<file path="config.mk">
export PLATFORM = sky130hd
export DESIGN_NAME = rrarbiter_flat
export DESIGN_NICKNAME = d
export VERILOG_FILES = /design/src/rtl/rrarbiter_if.sv /design/src/rtl/rrarbiter.sv /design/src/flat_wrapper.sv
export SDC_FILE = /design/constraint.sdc
export NUM_CORES = 1
export LEC_CHECK = 0
export ABC_CLOCK_PERIOD_IN_PS = 1500
export BUFFER_PORTS_ARGS = -buffer_cell sky130_fd_sc_hd__buf_4
export CAP_MARGIN = 20
export CORE_MARGIN = 2
export CORE_UTILIZATION = 40
export CTS_CLUSTER_DIAMETER = 150
export CTS_CLUSTER_SIZE = 10
export DETAILED_ROUTE_END_ITERATION = 8
export PLACE_DENSITY = 0.66
export SYNTH_ARGS = -nofsm -noshare
export SYNTH_HDL_FRONTEND = slang
export SYNTH_SLANG_ARGS = --single-unit
</file>
<file path="constraint.sdc">
create_clock -name clk -period 1.5 [get_ports clk]
set_input_delay 0.225 -clock clk [delete_from_list [all_inputs] [get_ports clk]]
set_output_delay 0.225 -clock clk [all_outputs]
set_load 0.01 [all_outputs]
</file>
<file path="src/rtl/rrarbiter_if.sv">
// Request/grant bundle shared between requesters and the round-robin arbiter.
// The Lock signal exists only when RRARB_LOCK_EN is defined.
interface rrarbiter_if #(
   parameter int N = 4
);
   localparam int IW = $clog2(N);

   logic [N-1:0]  Req;
   logic          Done;
   logic [N-1:0]  Grant;
   logic [IW-1:0] GrantIdx;
   logic          Busy;
`ifdef RRARB_LOCK_EN
   logic          Lock;

   modport master (output Req, Done, Lock, input Grant, GrantIdx, Busy);
   modport slave  (input Req, Done, Lock, output Grant, GrantIdx, Busy);
`else
   modport master (output Req, Done, input Grant, GrantIdx, Busy);
   modport slave  (input Req, Done, output Grant, GrantIdx, Busy);
`endif
endinterface

</file>
<file path="src/rtl/rrarbiter.sv">
// Round-robin arbiter: N requesters share one resource. The grant is registered
// and held for a whole transaction until Done; the finishing holder drops to
// lowest priority and the next winner is granted in the same cycle.
// Optional macro RRARB_LOCK_EN adds Lock: Done with Lock=1 keeps the grant.
module rrarbiter #(
   parameter int N = 4
) (
   input  logic        clk,
   input  logic        reset,
   rrarbiter_if.slave  bus
);
   localparam int IW = $clog2(N);
   localparam logic [N-1:0] ONE = N'(1);

   typedef enum logic {IDLE, BUSY} state_t;

   state_t        state_reg, state_next;
   logic [N-1:0]  grant_reg, grant_next;
   logic [N-1:0]  primask_reg, primask_next;
   logic [IW-1:0] grant_idx;
   logic [N-1:0]  mask_after;
   logic [N-1:0]  sel_mask;
   logic [N-1:0]  masked;
   logic [N-1:0]  winner;
   logic          lock_eff;

`ifdef RRARB_LOCK_EN
   assign lock_eff = bus.Lock;
`else
   assign lock_eff = 1'b0;
`endif

   // Binary index of the one-hot grant; zero while idle.
   always_comb begin
      grant_idx = '0;
      for (int i = 0; i < N; i++) begin
         if (grant_reg[i]) grant_idx = grant_idx | IW'(i);
      end
   end

   // Priority mask that takes effect once the current holder finishes:
   // only requesters strictly above the holder keep priority.
   for (genvar gi = 0; gi < N; gi++) begin : g_mask
      assign mask_after[gi] = (IW'(gi) > grant_idx);
   end

   // While busy, selection already uses the post-Done mask so the handover
   // needs no idle cycle; in IDLE the stored mask applies.
   assign sel_mask = (state_reg == BUSY) ? mask_after : primask_reg;
   assign masked   = bus.Req & sel_mask;

   // Lowest-set-bit one-hot of the masked vector, falling back to raw Req.
   always_comb begin
      if (|masked) winner = masked & (~masked + ONE);
      else         winner = bus.Req & (~bus.Req + ONE);
   end

   // Next-state logic: grant on request in IDLE, hand over or release on Done.
   always_comb begin
      state_next   = state_reg;
      grant_next   = grant_reg;
      primask_next = primask_reg;
      case (state_reg)
         IDLE: begin
            if (|bus.Req) begin
               grant_next = winner;
               state_next = BUSY;
            end
         end
         BUSY: begin
            if (bus.Done && !lock_eff) begin
               primask_next = mask_after;
               if (|bus.Req) begin
                  grant_next = winner;
               end else begin
                  grant_next = '0;
                  state_next = IDLE;
               end
            end
         end
         default: begin
            state_next = IDLE;
            grant_next = '0;
         end
      endcase
   end

   // State, grant and priority registers; reset clears them immediately.
   always_ff @(posedge clk or posedge reset) begin
      if (reset) begin
         state_reg   <= IDLE;
         grant_reg   <= '0;
         primask_reg <= '1;
      end else begin
         state_reg   <= state_next;
         grant_reg   <= grant_next;
         primask_reg <= primask_next;
      end
   end

   assign bus.Grant    = grant_reg;
   assign bus.GrantIdx = grant_idx;
   assign bus.Busy     = |grant_reg;
endmodule

</file>
<file path="src/flat_wrapper.sv">
// flat-port wrapper written by rule: the top's interface ports become plain ports
module rrarbiter_flat 
#(
   parameter int N = 4
)
  (clk, reset, bus_Req, bus_Done, bus_Grant, bus_GrantIdx, bus_Busy);
  rrarbiter_if #(.N(N)) bus_i ();
  input  logic clk;
  input  logic reset;
  input wire logic [$bits(bus_i.Req)-1:0] bus_Req;
  input wire logic [$bits(bus_i.Done)-1:0] bus_Done;
  output wire logic [$bits(bus_i.Grant)-1:0] bus_Grant;
  output wire logic [$bits(bus_i.GrantIdx)-1:0] bus_GrantIdx;
  output wire logic [$bits(bus_i.Busy)-1:0] bus_Busy;
  assign bus_i.Req = bus_Req;
  assign bus_i.Done = bus_Done;
  assign bus_Grant = bus_i.Grant;
  assign bus_GrantIdx = bus_i.GrantIdx;
  assign bus_Busy = bus_i.Busy;
  rrarbiter #(.N(N)) u_core (.clk(clk), .reset(reset), .bus(bus_i));
endmodule
</file>
# Yosys cells after proc, flatten, opt, wreduce, memory -nomap -nowiden

Index checks and enable logic that the tools add are counted.

Magnitude comparators: 4
Multiplexer cells: 12
Add/subtract/negate cells: 2
Eq/ne operators: 2
Reductions and logical operators: 5
Bitwise logic cells: 6

Operators with widths:

| kind                  | number |
|---|---|
| $mux W4               | 5 |
| $and A4 B4 Y4         | 3 |
| $reduce_or A4 Y1      | 3 |
| $add A4 B1 Y4 const B | 2 |
| $not A4 Y4            | 2 |
| $pmux W4 S2           | 1 |
| $gt A1 B2 Y1 const A  | 2 |
| $gt A2 B2 Y1 const A  | 2 |
| $mux W2               | 2 |
| $reduce_and A2 Y1     | 2 |
| $mux W1               | 3 |
| $ne A2 B1 Y1 const B  | 1 |
| $ne A2 B2 Y1 const B  | 1 |
| $pmux W1 S2           | 1 |
| $not A1 Y1            | 1 |

Output and inout bits: 7
Register bits: 9
Word-level logic and storage cells: 34

# Logic depth before layout (Yosys ltp)

Depth after elaboration: 13
Mapped depth: 5
Gate-level depth less buffers: 4

# Worst setup path before layout

OpenSTA, ideal clock, no wires.

Kind: reg-to-reg
Start point: register u_core.grant_reg[1] (netlist: u_core.bus.Grant[1])
End point: register u_core.grant_reg[0] (netlist: u_core.bus.Grant[0])
Data required time: 1378 ps
Setup time: 122 ps
Cell stages (with the launch flop): 5
Clock period less this slack: 1327 ps
Data arrival time: 1205 ps
Setup slack: 173 ps
Cell sequence: dfrtp_1 nor3_2 a21oi_1 o21a_1 a32o_1

Longest elaborated chain between the ends: 13

RTL lines:

| what                     | RTL line        | source |
|---|---|---|
| start: declaration       | rrarbiter.sv:18 | `logic [N-1:0] grant_reg, grant_next;` |
| start signal: assignment | rrarbiter.sv:96 | `grant_reg <= grant_next;` |
| $mux W1 *                | rrarbiter.sv:37 | `if (grant_reg[i]) grant_idx = grant_idx \| IW'(i);` |
| $mux W2 * (2 in series)  | rrarbiter.sv:37 |  |
| $gt A1 B2 Y1             | rrarbiter.sv:44 | `assign mask_after[gi] = (IW'(gi) > grant_idx);` |
| $mux W4 *                | rrarbiter.sv:49 | `assign sel_mask = (state_reg == BUSY) ? mask_after : primask_reg;` |
| $and A4 B4 Y4 *          | rrarbiter.sv:50 | `assign masked = bus.Req & sel_mask;` |
| $not A4 Y4               | rrarbiter.sv:54 | `if (\|masked) winner = masked & (~masked + ONE);` |
| $add A4 B1 Y4            | rrarbiter.sv:54 |  |
| $and A4 B4 Y4            | rrarbiter.sv:54 |  |
| $mux W4 *                | rrarbiter.sv:54 |  |
| $mux W4                  | rrarbiter.sv:73 | `if (\|bus.Req) begin` |
| $mux W4                  | rrarbiter.sv:71 | `if (bus.Done && !lock_eff) begin` |
| $pmux W4 S2 *            | rrarbiter.sv:63 | `case (state_reg)` |

Mark *: on every way between the ends. The rest lies on a longest branch, timed or not. The select of a mux whose other input is x is not followed.
A chain may end at the register's enable or synchronous reset.

# Final worst setup path

Start point: register u_core.grant_reg[1] (netlist: u_core.bus.Grant[1])
End point: output port bus_Busy

Longest elaborated chain between the ends: 1

RTL lines:

| what             | RTL line           | source |
|---|---|---|
| $reduce_or A4 Y1 | rrarbiter.sv:103   | `assign bus.Busy = \|grant_reg;` |
| end: declaration | flat_wrapper.sv:14 | `output wire logic [$bits(bus_i.Busy)-1:0] bus_Busy;` |

Every way passes these cells.

==> results.yml <==
run_status:
  outcome: "completed"
drt:
  vias: 555
  post_drt_wl_per_cell_um: 14.4
  route.detailed.vias_per_inst: 5.55
  drt-pass1-iter-count: 4
  drc_errors: 0
  postRouteAntennaNets: 0
  drt_iter0_markers: 10
  finalWirelength_um: 1440
hold_path:
  hold_path_class: "input port to flip-flop"
  hold-path-cell-count: 2
placed_design:
  worst_slack_at_placement_ns: 0.00469
  gp_congestion: 0.806
  port-buffer-count: 13
  hpwlAfterDp_um: 1040
  cell_area_reported_after_detailed_placement_um2: 733
die:
  floorplan.die_area_um2: 1790
  dieWidth_um: 42.3
  start_util_pct: 44.1
  boundaryPins: 14
  rows: 13
  die_span_in_y_um: 42.3
  core_um2: 1330
timing:
  final.min_clock_period_ns: 1.46
  timing.max_slew.rel_slack_pct: 72.7
  setup_ws_ns: 0.0409
  drv_slew: 0
  report.final.setup_viol: 0
  timing.final.crit_share_pct: 97.3
  worst_slew_pin_tran_ns: 0.409
  fin_worst_skew_ns: 0.00398
  fmax_ghz: 0.685
  report.final.hold_viol_count: 0
critical_path:
  cp.required_ns: 1.27
  critPathKind: "flip-flop to primary output"
  worstRegToRegCells: 4
  start_kind: "flip-flop"
  crit_path_max_fanout: 3
  arrival_ns: 1.23
  kind_of_end_point_of_the_critical_path: "primary output"
global_routing:
  global_route.overflow_total: 0
  via_count_of_the_first_global_routing_pass: 482
  grt_use_total_pct: 17.2
  grt_pass1_wl_um: 2300
  grt_antenna_before_repair: 0
  largest_net_degree_at_the_start_of_global_routing: 10
synth:
  async_flop_share_pct: 100
  unique_cell_type_count_in_the_yosys_netlist: 31
  synth_top_flop_cell: "dfrtp_1"
  post_synth_instance_area_um2: 588
  compound_gate_portion_of_the_synthesized_area_pct: 29.4
  synth-adder-area-share_pct: 0
  synthMuxAreaShare_pct: 3.83
  synthesis.instances: 62
  syn_nets: 69
  synth_top_family_by_area: "compound AO/OA/AOI/OAI gates"
  yosys_warning_count: 0
  synth_edf_count: 0
  ys_ff_latch: 9
  post_synth_and_or_nand_nor_area_fraction_pct: 21.7
  postSynthAreaPerCell_um2: 9.48
  synth-seq-area-share_pct: 39.1
  post_synth_xor_area_fraction_pct: 0
finish:
  share_of_cells_above_drive_strength_1_pct: 41.2
  area_of_all_sequential_standard_cells_um2: 233
  antenna-diode-count: 0
  post-route-cell-area_um2: 807
  multi_input_area_um2: 343
  finalNetCount: 93
  final.fill_count: 123
  synthToLayoutAreaGrowth_pct: 37.2
pwr:
  overall_power_after_layout_w: 0.000814
  ir_drop_worst_case_vdd_mv: 0.661
  static-leakage-power_nw: 0.354
  p_per_area_nw_per_um2: 1010
job:
  number_of_violations_of_the_max_capacitance_limit: 0
cts:
  insertion_delay_ns: 0.26
  cts_num_sinks: 9
  clock_transition_at_the_register_clock_pins_on_the_worst_setup_and_hold_paths_after_cts_ns: 0.06
  cts_tree: "done"
  clockBufferDepth: 2
  cts_htree_levels: 1
  root_buffer: "clkbuf_4"
  cts_buffers: 3
[layer usage]
| layer | global-route usage [%] | vias up | wire [um] |
|---|---|---|---|
| li1 | - | 277 | - |
| met1 | 23.2 | 258 | 663 |
| met2 | 24.6 | 18 | 655 |
| met3 | 7.76 | 2 | 111 |
| met4 | 5.00 | 0 | 9 |
| met5 | 0 | - | 0 |
[final timing paths]
check,slack (ns),endpoint,from
setup / recovery,0.04,bus_Busy,u_core.bus.Grant[1]$_DFFE_PP0P_
hold / removal,0.18,u_core.primask_reg[3]$_DFFE_PP1P_,bus_Done
setup reg to reg,0.06,u_core.bus.Grant[1]$_DFFE_PP0P_,u_core.state_reg$_DFF_PP0_
hold reg to reg,0.48,u_core.primask_reg[2]$_DFFE_PP1P_,u_core.primask_reg[2]$_DFFE_PP1P_
max in group asynchronous,0.70,u_core.primask_reg[2]$_DFFE_PP1P_,reset
min in group asynchronous,0.49,u_core.bus.Grant[0]$_DFFE_PP0P_,reset
[where the power goes]
part	internal [W]	total [W]	leakage (nW)	switching (W)
Combinational	0.000166	0.000300	0.238	0.000134
Clock	0.000103	0.000192	0.0150	0.0000889
Sequential	0.000290	0.000322	0.101	0.0000324
[cell usage in the layout (no fill, tap or decap), drive strengths merged, types with 2 or more instances in the layout]
master  count
nand3       2
dfstp       4
or2         2
mux2        2
a221oi      2
buf        20
nand2       6
o21ai       4
nor2        3
a32o        3
a21oi       4
clkbuf      4
inv         5
dfrtp       5
nand2b      2
nor2b       2
[cell usage after synthesis, types with 2 or more instances]
master	instances	share of area [%]
a21oi_1	4	3.4
a221oi_1	2	3.0
a32o_1	3	5.1
dfrtp_1	5	21
dfstp_2	4	18
inv_1	5	3.2
nand2_1	6	3.8
nand2b_1	2	2.1
nand3_1	2	1.7
nor2_1	3	1.9
nor2b_1	2	2.1
o21ai_0	4	3.4
or2_1	2	2.1
[what timing repair did]
item | in CTS | in global routing
pin swaps | 0 | 1
hold buffers | 1 | 0
endpoints found under the setup margin | 2 | 5
resized for setup | 2 | 7
setup buffers | 0 | 1
hold endpoints to repair | 5 | 0
[kinds of logic after synthesis]
kind of cell,after synthesis
AOI/OAI and AO/OA,21
buffers and inverters,7
DFF,9
and+or+nand+nor,23
muxes,2
[per-stage QoR]
stage,instances,setup TNS [ns],utilization (%),hold slack (ns)
2_1_floorplan,62,0,-,0.0501
3_3_place_gp,94,-0.0959,55.0,0.227
3_5_place_dp,94,0,55.0,0.223
4_1_cts,99,0,58.2,0.177
5_1_grt,100,-0.0182,60.5,0.187
6_report,100,0,60.5,0.184
[final cells by class]
| cell class | instances | area share (%) |
|---|---|---|
| clock buffers | 4 | 3.26 |
| inverters | 5 | 2.33 |
| multi-input cells | 46 | 42.5 |
| flip-flops and latches | 9 | 28.8 |
| well taps | 15 | 2.33 |
| repair buffers | 21 | 20.8 |
[critical path: stages (launching register included)]
cell     delay, ns
dfrtp_2       0.44
nor3_4        0.21
buf_4         0.14
nand2_1       0.04
buf_4         0.13
(Power assumes the default switching activity.)
